===== src/rtl/seq_detect_pkg.sv =====
// Shared types and constants for the 1011 serial pattern detector.
// Optional overlap mode is selected by the SEQ_DETECT_OVERLAP_EN macro.
package seq_detect_pkg;

    localparam int unsigned STATE_W = 3;

    // Pattern bits are consumed MSB-first in arrival order.
    localparam logic [3:0] PATTERN = 4'b1011;

    typedef enum logic [STATE_W-1:0] {
        S0    = 3'd0,
        S1    = 3'd1,
        S10   = 3'd2,
        S101  = 3'd3,
        S1011 = 3'd4
    } state_e;

endpackage


===== src/rtl/sat_counter.sv =====
// Saturating up-counter with synchronous clear; clear takes priority over increment.
module sat_counter #(
    parameter int unsigned W = 8
) (
    input  logic         clk,
    input  logic         rst,
    input  logic         inc,
    input  logic         clr,
    output logic [W-1:0] count
);

    logic [W-1:0] count_q;
    logic [W-1:0] count_d;

    always_comb begin
        count_d = count_q;
        if (clr) begin
            count_d = '0;
        end else if (inc && (count_q != {W{1'b1}})) begin
            count_d = count_q + {{(W-1){1'b0}}, 1'b1};
        end
    end

    always_ff @(posedge clk or negedge rst) begin
        if (!rst) begin
            count_q <= '0;
        end else begin
            count_q <= count_d;
        end
    end

    assign count = count_q;

endmodule


===== src/rtl/seq_detect_1011.sv =====
// Serial 1011 detector: registered match pulse, saturating match counter, state debug output.
// Define SEQ_DETECT_OVERLAP_EN to reuse the trailing "10" of a match for the next one.
module seq_detect_1011
    import seq_detect_pkg::*;
#(
    parameter int unsigned CNT_W = 8
) (
    input  logic             clk,
    input  logic             rst,
    input  logic             din,
    input  logic             din_valid,
    input  logic             clr,
    output logic             match,
    output logic [CNT_W-1:0] match_cnt,
    output logic [2:0]       state_dbg
);

    state_e state_q;
    state_e state_d;
    logic   match_q;
    logic   match_d;

    always_comb begin
        state_d = state_q;
        if (din_valid) begin
            unique case (state_q)
                S0:    state_d = (din == PATTERN[3]) ? S1    : S0;
                S1:    state_d = (din == PATTERN[2]) ? S10   : S1;
                S10:   state_d = (din == PATTERN[1]) ? S101  : S0;
                S101:  state_d = (din == PATTERN[0]) ? S1011 : S10;
                S1011: begin
                    if (din) begin
                        state_d = S1;
                    end else begin
`ifdef SEQ_DETECT_OVERLAP_EN
                        state_d = S10;
`else
                        state_d = S0;
`endif
                    end
                end
                default: state_d = S0;
            endcase
        end
    end

    // S1011 is only ever entered from S101, so entering it marks exactly one detection.
    assign match_d = din_valid && (state_d == S1011);

    always_ff @(posedge clk or negedge rst) begin
        if (!rst) begin
            state_q <= S0;
            match_q <= 1'b0;
        end else begin
            state_q <= state_d;
            match_q <= match_d;
        end
    end

    sat_counter #(
        .W (CNT_W)
    ) u_cnt (
        .clk   (clk),
        .rst   (rst),
        .inc   (match_d),
        .clr   (clr),
        .count (match_cnt)
    );

    assign match     = match_q;
    assign state_dbg = state_q;

endmodule


===== config.mk =====
export PLATFORM = sky130hd
export DESIGN_NAME = seq_detect_1011
export DESIGN_NICKNAME = d
export VERILOG_FILES = /design/src/rtl/seq_detect_pkg.sv /design/src/rtl/sat_counter.sv /design/src/rtl/seq_detect_1011.sv
export SDC_FILE = /design/constraint.sdc
export NUM_CORES = 1
export LEC_CHECK = 0
export ABC_AREA = 1
export BUFFER_PORTS_ARGS = -buffer_cell sky130_fd_sc_hd__buf_2
export CORE_MARGIN = 2
export CORE_UTILIZATION = 50
export DETAILED_ROUTE_END_ITERATION = 10
export HOLD_SLACK_MARGIN = 0.02
export PLACE_DENSITY = 0.73
export SETUP_SLACK_MARGIN = 0.02
export SYNTH_ARGS = -nofsm -noshare
export SYNTH_HDL_FRONTEND = slang
export SYNTH_SLANG_ARGS = --single-unit

===== constraint.sdc =====
create_clock -name clk -period 1.46 [get_ports clk]
set_clock_uncertainty 0.05 [all_clocks]
set_input_delay 0.292 -clock clk [delete_from_list [all_inputs] [get_ports clk]]
set_output_delay 0.292 -clock clk [all_outputs]
set_load 0.1 [all_outputs]

== Yosys cells after proc, flatten, opt, wreduce, memory -nomap -nowiden ==
Index checks and enable logic that the tools add are counted.

* Register bits after elaboration: 12
* RAM bits: 0
* Latch bits: 0
* Bits in read-only memories: 0
* Memories kept: 0

* Equality and inequality tests: 6
* Reductions and logical operators: 5
* Div/mod/pow operators: 0
* Muxes and demuxes: 8
* Shift-type cells: 0
* Bitwise logic cells: 0
* Order comparisons: 0
* $mul: 0
* $add $sub $neg: 1

{| class="wikitable"
|+ Operator list
! operator !! number
|-
| $mux 8 || 2
|-
| $pmux 3 s4 || 1
|-
| $add 8x1->8 const B || 1
|-
| $ne 8x8->1 const B || 1
|-
| $eq 3x2->1 const B || 2
|-
| $eq 3x3->1 const B || 2
|-
| $mux 3 || 2
|-
| $mux 2 || 2
|-
| $eq 3x1->1 const B || 1
|-
| $logic_not 3->1 || 1
|-
| $logic_and 1x1->1 || 2
|-
| $reduce_bool 2->1 || 1
|-
| $reduce_or 2->1 || 1
|-
| $mux 1 || 1
|}

== Logic depth before layout (Yosys ltp) ==
* Depth after elaboration: 9
* Mapped depth: 9
* Mapped depth without buffers: 9

== Cells and area by module ==
Synthesis repeated with hierarchy kept, for this count alone.

* Cell total of the unflattened synthesis: 103
* Area, all modules: 709.4 µm²

{| class="wikitable"
|+ By module, submodules not included
! module !! cells each !! seq. area each (µm²) !! area an instance (µm²) !! times used
|-
| sat_counter || 74 || 200.2 || 511.7 || 1
|-
| seq_detect_1011 || 29 || 100.1 || 197.7 || 1
|}

== Least setup slack after synthesis ==
Ideal clock, no wire load.

* Path type: register to register
* From: register u_cnt.count_q[0] (netlist: u_cnt.count[0])
* To: register u_cnt.count_q[4] (netlist: u_cnt.count[4])
* Path slack: -0.588 ns
* Path buffers: 0
* Arrival time: 1.930 ns
* Data required time: 1.342 ns
* Clock period less this slack: 2.048 ns
* Stages on the path, launching flop included: 10
* Path through: dfrtp_1 ha_1 nand2_2 nor2_4 nand2_2 nand2_4 inv_4 nor2_8 nand2_1 nand2_1

* Longest elaborated chain between the ends: 3
* Elaborated cells on any way between the ends: 6

{| class="wikitable"
|+ RTL lines
! element !! RTL line !! RTL
|-
| start, declared || sat_counter.sv:12 || <nowiki>logic [W-1:0] count_q;</nowiki>
|-
| start signal, assigned || sat_counter.sv:28 || <nowiki>count_q <= count_d;</nowiki>
|-
| $add 8x1->8 / $ne 8x8->1 (equally long branches) || sat_counter.sv:20, sat_counter.sv:19 ||
|-
| $mux 8 / $logic_and 1x1->1 (equally long branches) || sat_counter.sv:19 || <nowiki>end else if (inc && (count_q != {W{1'b1}})) begin</nowiki>
|-
| $mux 8 / $reduce_bool 2->1 (equally long branches) || - ||
|}

Parallel ways exist; a longest one is shown, timed or not. The select of a mux whose other input is x is not followed.
A chain may end at the register's enable or synchronous reset.

== Worst setup path after layout ==
* From: register u_cnt.count_q[1] (netlist: u_cnt.count[1])
* To: output match_cnt[1]

{| class="wikitable"
|+ RTL lines
! element !! RTL line !! RTL
|-
| end, declared || seq_detect_1011.sv:14 || <nowiki>output logic [CNT_W-1:0] match_cnt,</nowiki>
|}

No word-level cell between the ends.

==> out/qor.csv <==
stage;metric;value;unit
sta;fin_crit_sh;0.9822;
pwr;max-vdd-ir-drop;0.7098;mV
route;dr.first_iter.drc_count;22;
route;antenna_left;0;
yosys;yosys_register_bits;12;
floorplan;rows;13;
critical_path;cpPeakStageDelay;500;ps
yosys;synth_flop_cell;dfrtp_1;
yosys;ys_seq_area_frac;0.4396;
global_routing;grt_pass1_wl;2691;µm
floorplan;die_height;40.97;µm
clocking;cts_made_buffers;3;
floorplan;core;1285;µm²
floorplan;pin_count;17;
critical_path;critical_path_peak_fanout;3;
pwr;p_seq_frac;0.436;
clocking;clkSinkCount;12;
final_layout;final_net_count;116;
global_routing;antenna_found_initial;0;
sta;layout_setup_ws;25.96;ps
critical_path;critical_path_class;flop to output pin;
critical_path;critPathCaptureType;output pin;
sta;rsz0062_at_grt;true;
sta;slew_violations;0;
yosys;synth_top_area_frac;0.4396;
sta;worstMarginPinSlew;486.2;ps
sta;post-route-min-period;1434;ps
yosys;syn_inst;85;
pwr;p_per_area;807.5;nW/µm²
clocking;cts_tree;yes;
global_routing;grt-ovfl-total;0;
floorplan;initial_core_util;0.5316;
final_layout;antennaDiodeCount;0;
route;drc;0;
pwr;p_sw;284.9;µW
placement;dp_slack;56.43;ps
yosys;syn_area;683.2;µm²
yosys;synthTopCellsByArea;dfrtp_1 (44%), nand2_1 (15%), nand3_1 (5.1%);
run;drv_cap;0;
yosys;synth_edf_count;0;
yosys;yosysTopAreaCell;dfrtp_1;
sta;fmaxAchievable;697.3;MHz
clocking;clk_pin_slew;80;ps
critical_path;slowest_stage;dfrtp_4;
sta;slew_headroom;0.6781;
pwr;switching_share;0.3340;
sta;finalSetupViolations;0;
route;totalWireLength;1757;µm
global_routing;grt_max_degree;13;
critical_path;worstPathRequired;1120;ps
critical_path;crit_path_start_kind;flop;
yosys;syn_nets;91;
floorplan;dieWidth;40.97;µm
yosys;yosysWarnings;0;
sta;hold_ws;209.6;ps
pwr;p_int;567.9;µW
floorplan;dieArea;1678;µm²
final_layout;drive_gt1_frac;0.3945;
final_layout;area_growth;54.58;%
pwr;pwr-share-comb;0.243;
run_status;status;completed;
final_layout;finalInstanceArea;1056;µm²
sta;final_hold_viol_count;0;
clocking;cts_htree_levels;1;
placement;place_congestion;0.8733;
route;wl_per_cell;14.17;µm
placement;portBuffers;16;
pwr;p_clk_frac;0.321;
global_routing;grt_pass1_vias;613;
route;via_per_inst;5.266;
clocking;clock-root-buffer;clkbuf_4;
route;vias;653;
yosys;avgSynthCellArea;8.037;µm²
yosys;synth.distinct_cells;20;
pwr;power.leakage;0.4877;nW
yosys;yosysMostFrequentCell;nand2_1;
hold_path;hp-class;input pin to flop;
placement;dp_hpwl;1222;µm
placement;placed_area;975.9;µm²
yosys;synth.top_cells.by_count;nand2_1 (28), dfrtp_1 (12), inv_1 (9);
clocking;clk_path_buf_depth;2;
global_routing;grt_usage;0.2503;
critical_path;worstPathCellList;buf_4, buf_12;
route;dr.pass1.iters;4;
clocking;insertion_delay;280;ps
yosys;async_flop_share;1.000;
critical_path;arrival;1090;ps
## power groups by stage
stage	clock [mW]	sequential, mW	combinational [mW]
CTS	0.266	0.372	0.202
floorplan	0	0.462	0.0395
global route	0.281	0.374	0.219
global placement	0	0.377	0.196
detailed placement	0	0.379	0.200
finish	0.274	0.372	0.207
## logic make-up (layout without fill, tap and decap cells)
group / after synthesis / after routing / share of synthesized area
compound gates: 8 / 8 / 0.07875
fa+ha+maj: 1 / 1 / 0.01831
flops: 12 / 12 / 0.4396
xor+xnor: 1 / 1 / 0.01282
simple gates: 53 / 53 / 0.3919
buf+inv: 10 / 34 / 0.05861
## layout make-up
class                   instances  area (µm²)
inverters                      10       45.04
multi-input cells              63       360.3
well taps                      15       18.77
repair buffers                 20       269.0
clock buffers                   4       36.28
fillers                        83       229.0
flip-flops and latches         12       326.6
## worst paths after layout
kind / to / cells past startpoint / from / slack [ps]
max in group asynchronous: u_cnt.count[1] / 2 / rst / 760
setup reg to reg: u_cnt.count[4] / 9 / u_cnt.count[0] / 90
min in group asynchronous: u_cnt.count[4] / 2 / rst / 350
hold reg to reg: u_cnt.count[7] / 2 / u_cnt.count[7] / 550
hold / removal: state_dbg[2] / 2 / din_valid / 210
setup / recovery: match_cnt[1] / 2 / u_cnt.count[1] / 30
## critical path: cells and delay by family (launching register included)
kind / cells / cell delay, ps
flip-flops: 1 / 500
buffers and inverters: 2 / 310
## state kept, by name, indices dropped and copies added (netlist names)
signal and flops:
match 1, state_dbg 3, u_cnt.count 8
## cells in the final DEF (no fill, tap or decap), drive strengths merged
master / n
ha: 1
nand4: 4
nand2: 31
o211ai: 1
o21bai: 3
inv: 10
clkbuf: 5
dlygate4sd3: 1
a21oi: 1
nand3b: 1
buf: 18
o2111ai: 1
nor2: 10
dfrtp: 12
nand3: 7
o21ai: 2
xor2: 1
## metrics by stage
stage | std cells | utilization | TNS, ps | total power [mW]
after floorplan | 85 | - | -355.1 | 0.5014
after global placement | 116 | 0.7595 | 0 | 0.5731
after detailed placement | 116 | 0.7595 | 0 | 0.5784
after CTS | 121 | 0.7955 | 0 | 0.8401
after global routing | 124 | 0.8218 | 0 | 0.8735
final | 124 | 0.8218 | 0 | 0.8528
## what timing repair did
action	4_1_cts	5_1_grt
endpoints found under the hold margin	12	0
gates resized for setup	0	4
hold buffers	1	0
setup buffers	0	3
endpoints found under the setup margin	0	8
## per-layer routing
layer,GRT usage,vias to the layer above,wire [µm]
met5,0,-,0
met4,0.1000,0,25
met3,0.04891,5,84
met2,0.4297,19,912
met1,0.3010,304,735
li1,-,325,-
Note: power is estimated with default switching activity, not from simulation.
